**src/rtl/hex_dump_formatter_pkg.sv**
```systemverilog
// Shared definitions for the hex dump formatter: FSM states, ASCII constants
// and the post-strobe hold length.
package hex_dump_formatter_pkg;

    typedef enum logic [2:0] {
        ST_IDLE,
        ST_HI,
        ST_LO,
        ST_SEP,
        ST_CR,
        ST_LF
    } state_t;

    localparam logic [7:0] ASCII_CR = 8'h0D;
    localparam logic [7:0] ASCII_LF = 8'h0A;
    localparam logic [7:0] ASCII_SP = 8'h20;
    localparam logic [7:0] ASCII_0  = 8'h30;
    localparam logic [7:0] ASCII_A  = 8'h41;

    // Cycles out_data is held after each strobe so the UART buffer's full is valid again.
    localparam logic [1:0] GAP_LEN = 2'd2;

endpackage

```
**src/rtl/hex_dump_formatter_nibble_to_ascii.sv**
```systemverilog
// Combinational map of one nibble to its uppercase ASCII hex digit.
module nibble_to_ascii
    import hex_dump_formatter_pkg::*;
(
    input  logic [3:0] nibble,
    output logic [7:0] ascii
);

    always_comb begin
        if (nibble < 4'd10) begin
            ascii = ASCII_0 + {4'h0, nibble};
        end else begin
            ascii = ASCII_A + {4'h0, nibble} - 8'd10;
        end
    end

endmodule

```
**src/rtl/hex_dump_formatter.sv**
```systemverilog
// Turns a byte stream into uppercase ASCII hex text for the debug UART buffer,
// one strobe per character with a fixed hold after each strobe.
module hex_dump_formatter
    import hex_dump_formatter_pkg::*;
#(
    parameter int         BYTES_PER_LINE = 16,
    parameter logic [7:0] SEPARATOR      = ASCII_SP
) (
    input  logic       clk,
    input  logic       rst,
    input  logic [7:0] in_data,
    input  logic       in_valid,
    input  logic       in_last,
    output logic       in_ready,
    output logic [7:0] out_data,
    output logic       out_valid,
    input  logic       out_full
);

    localparam int LC_W = $clog2(BYTES_PER_LINE + 1);

    state_t          state, state_nx, state_after;
    logic [1:0]      gap, gap_nx;
    logic [LC_W-1:0] lc, lc_nx;
    logic [7:0]      byte_q, byte_nx;
    logic            last_q, last_nx;
    logic            line_full;
    logic            strobe;
    logic [3:0]      nibble;
    logic [7:0]      hex_char;

    assign nibble    = (state == ST_HI) ? byte_q[7:4] : byte_q[3:0];
    assign line_full = (lc == LC_W'(BYTES_PER_LINE));

    nibble_to_ascii u_nibble_to_ascii (
        .nibble (nibble),
        .ascii  (hex_char)
    );

    // State that follows the current emitting state once its hold has elapsed.
    always_comb begin
        case (state)
            ST_HI:   state_after = ST_LO;
            ST_LO:   state_after = (last_q || line_full) ? ST_CR : ST_SEP;
            ST_CR:   state_after = ST_LF;
            default: state_after = ST_IDLE;
        endcase
    end

    // NOTE: every variable gets a default first so no path can infer a latch.
    always_comb begin
        state_nx = state;
        gap_nx   = gap;
        lc_nx    = lc;
        byte_nx  = byte_q;
        last_nx  = last_q;
        strobe   = 1'b0;

        if (state == ST_IDLE) begin
            if (in_valid) begin
                byte_nx  = in_data;
                last_nx  = in_last;
                lc_nx    = lc + LC_W'(1);
                state_nx = ST_HI;
            end
        end else if (gap == 2'd0) begin
            // out_full only matters in the cycle the strobe would go out.
            if (!out_full) begin
                strobe = 1'b1;
                gap_nx = 2'd1;
            end
        end else if (gap == GAP_LEN) begin
            gap_nx   = 2'd0;
            state_nx = state_after;
            if (state == ST_LF) begin
                lc_nx = '0;
            end
        end else begin
            gap_nx = gap + 2'd1;
        end
    end

    always_comb begin
        case (state)
            ST_HI, ST_LO: out_data = hex_char;
            ST_SEP:       out_data = SEPARATOR;
            ST_CR:        out_data = ASCII_CR;
            ST_LF:        out_data = ASCII_LF;
            default:      out_data = 8'h00;
        endcase
    end

    assign in_ready  = (state == ST_IDLE) && !rst;
    assign out_valid = strobe && !rst;

    // NOTE: sequential state uses non-blocking assignments only.
    always_ff @(posedge clk) begin
        if (rst) begin
            state  <= ST_IDLE;
            gap    <= 2'd0;
            lc     <= '0;
            byte_q <= 8'h00;
            last_q <= 1'b0;
        end else begin
            state  <= state_nx;
            gap    <= gap_nx;
            lc     <= lc_nx;
            byte_q <= byte_nx;
            last_q <= last_nx;
        end
    end

endmodule
```
**config.mk**
```make
export PLATFORM = sky130hd
export DESIGN_NAME = hex_dump_formatter
export DESIGN_NICKNAME = d
export VERILOG_FILES = /design/src/rtl/hex_dump_formatter_pkg.sv /design/src/rtl/hex_dump_formatter_nibble_to_ascii.sv /design/src/rtl/hex_dump_formatter.sv
export SDC_FILE = /design/constraint.sdc
export NUM_CORES = 1
export LEC_CHECK = 0
export CAP_MARGIN = 20
export CORE_MARGIN = 3
export CORE_UTILIZATION = 25
export DETAILED_ROUTE_END_ITERATION = 8
export PLACE_DENSITY = 0.5
export RECOVER_POWER = 100
export SYNTH_ARGS = -nofsm -noshare
export SYNTH_HDL_FRONTEND = slang
export SYNTH_SLANG_ARGS = --single-unit
```
**constraint.sdc**
```tcl
create_clock -name clk -period 3.1 [get_ports clk]
set_clock_uncertainty 0.2 [all_clocks]
set_input_delay 0.62 -clock clk [delete_from_list [all_inputs] [get_ports clk]]
set_output_delay 0.62 -clock clk [all_outputs]
set_load 0.01 [all_outputs]
```
==> flow_summary.toml <==
[global_routing]
grt_pass1_vias = 1215
grt-ovfl-total = 0
gr-usage-all-layers_pct = 11.7
antenna_found_initial = 0
grt_max_degree = 21
grt_first_pass_wirelength_mm = 5.64

[yosys]
synth_cell_types = 46
synth-seq-area-share_pct = 31.0
yosys.area.top_type = "dfxtp_1"
syn_avg_cell_area_um2 = 7.58
syn-num-nets = 178
synth_ff_type = "dfxtp_1"
ys_async_sr_fraction_pct = 0
syn_inst = 162
yosysMostFrequentCell = "nand2_1"
ys_ff_latch = 19
synth_common_cells = "nand2_1, dfxtp_1, a21oi_1, nor2_1"
ys.warnings.count = 0
synth-edff-count = 0
yosysTopAreaCellShare_pct = 31.0
ys_top_cells_by_area = "dfxtp_1, nand2_1, a21oi_1"
synth.cell_area_um2 = 1230

[routing]
ant_nets = 0
route.vias.total = 1172
wl_mm = 3.27
drc_errors = 0
first_iter_violations = 68
wl_per_cell_um = 13.2
avgViaCountPerCell = 4.73
first_pass_iters = 4

[setup_path]
crit_required_ns = 2.28
crit_path_start_kind = "flip-flop"
cp.arrival_ns = 2.22
worstPathMaxFanout = 3
cp-end-kind = "primary output"
rrSetupSlack_ns = 0.89
criticalPathCategory = "flip-flop to primary output"

[power]
ir_worst_vdd_uv = 291
share_seq_of_total_power_pct = 44.0
combPwrFrac_pct = 28.3
p_total_mw = 0.640
p_leak_nw = 0.574
cellPowerDensity_nw_per_um2 = 408
clkPwrFrac_pct = 27.7
cell_internal_pwr_mw = 0.439
switching_power_mw = 0.200
swShare_pct = 31.3

[die]
start_util_pct = 27.1
core-area_um2 = 4530
die_area_um2 = 5790
die_w_um = 76.1
rows = 24
die_y_um = 76.1
ios = 23

[clock_network]
insertion_delay_ns = 0.26
htree_num_levels = 1
cts_buffers = 3
cts-root-buf = "clkbuf_8"
clockBufferDepth = 2
cts_sinks = 19
cts.clk_slew.worst_paths_ns = 0.08
cts_tree = "done"

[sta]
fin_crit_sh_pct = 98.2
rsz0062_at_grt = "true"
tns_ns = 0
hold_viol_final = 0
max_freq_mhz = 329
fin_crit_ns = 3.04
maxSlewHeadroom_pct = 61.0
tightest_slew_ns = 0.584
whs_ns = 0.295
slew_viol_final = 0
setup_violations = 0

[final_layout]
antennaDiodeCount = 0
num-fill-cells = 494
drive_gt1_share_pct = 8.74
area_growth_pct = 27.5
nNetsFinal = 200
multi_input_area_um2 = 776
seqCellArea_um2 = 380

[run_status]
outcome = "finished clean"

[hold_path]
hold_class = "flip-flop to flip-flop"

[placement]
post-dp-hpwl_mm = 2.39
portBuffers = 21
gp_congestion = 0.756

[flow_run]
cap_violations = 0
## final cells by class
class                   instances  share of cell area, %
flip-flops and latches         19                   24.3
clock buffers                   3                   2.64
inverters                       5                   1.20
well taps                      65                   5.19
multi-input cells             126                   49.5
clock inverters                 1                  0.319
repair buffers                 29                   16.9
## worst max-delay path: stages, from the launching register on
cell	delay (ns)
dfxtp_1	0.34
nor3b_4	0.31
mux2i_2	0.29
ha_1	0.20
o21a_1	0.16
o21ba_1	0.14
clkdlybuf4s50_1	0.53
## through the flow
step	area, um2	std cells	utilization, %	setup WS (ns)
2_1_floorplan	1230	162	-	0.390
3_3_place_gp	1520	243	33.4	0.123
3_5_place_dp	1520	243	33.4	-0.0120
4_1_cts	1580	248	34.8	0.0182
5_1_grt	1570	248	34.5	-0.0625
6_report	1570	248	34.5	0.0570
## sequential cells by signal, indices dropped and copies added (netlist names)
signal,flops
byte_q,8
lc,5
state,3
gap,2
last_q,1
## per-layer routing
| metal | track usage [%] | vias to the layer above | routed length [um] |
|---|---|---|---|
| met1 | 15.1 | 536 | 1640 |
| met2 | 19.9 | 27 | 1490 |
| met3 | 2.01 | 4 | 97 |
| li1 | - | 605 | - |
| met4 | 3.26 | 0 | 38 |
| met5 | 0 | - | 0 |
## path summary, 6_finish.rpt
kind,startpoint,to,cells after the start
worst min-delay path,lc[3]$_SDFFE_PP0P_,lc[3]$_SDFFE_PP0P_,2
worst max-delay path,state[0]$_SDFFE_PP0P_,out_data[4],6
worst max register to register,state[2]$_SDFFE_PP0P_,lc[0]$_SDFFE_PP0P_,5
worst min register to register,lc[3]$_SDFFE_PP0P_,lc[3]$_SDFFE_PP0P_,2
## cell families after synthesis
| logic type | count (synthesis) | share of synthesized area, % |
|---|---|---|
| other | 1 | 0.305 |
| buffers and inverters | 17 | 6.21 |
| muxes | 8 | 6.72 |
| adders and majority gates | 3 | 3.06 |
| xor gates and xnor gates | 3 | 2.14 |
| AOI/OAI and AO/OA | 42 | 22.2 |
| and+or+nand+nor | 69 | 28.4 |
| DFF | 19 | 31.0 |
## repair_timing
action | in CTS | in global routing
hold buffers | 0 | 0
resized for setup | 4 | 8
pin swaps | 1 | 2
setup buffers | 1 | 0
setup endpoints to repair | 4 | 5
## power by group through the flow
| stage | combinational [mW] | sequential [mW] | clock [mW] |
|---|---|---|---|
| after floorplan | 0.119 | 0.277 | 0 |
| after global placement | 0.176 | 0.284 | 0 |
| after detailed placement | 0.178 | 0.285 | 0 |
| after CTS | 0.183 | 0.280 | 0.182 |
| after global routing | 0.204 | 0.284 | 0.188 |
| final | 0.181 | 0.281 | 0.177 |
## placed cells by master (no fill, tap or decap), drive strengths merged, types with 3 or more instances in the layout
cell,netlist,final
nor3,5,5
a21oi,16,16
dfxtp,19,19
clkdlybuf4s50,0,16
mux2i,6,6
clkbuf,6,5
nand4b,3,3
inv,5,5
ha,3,3
o21ai,7,7
nand2,30,30
buf,6,8
nor2b,3,3
nand2b,4,4
a21o,3,3
nor2,12,12
(Power assumes the default switching activity.)
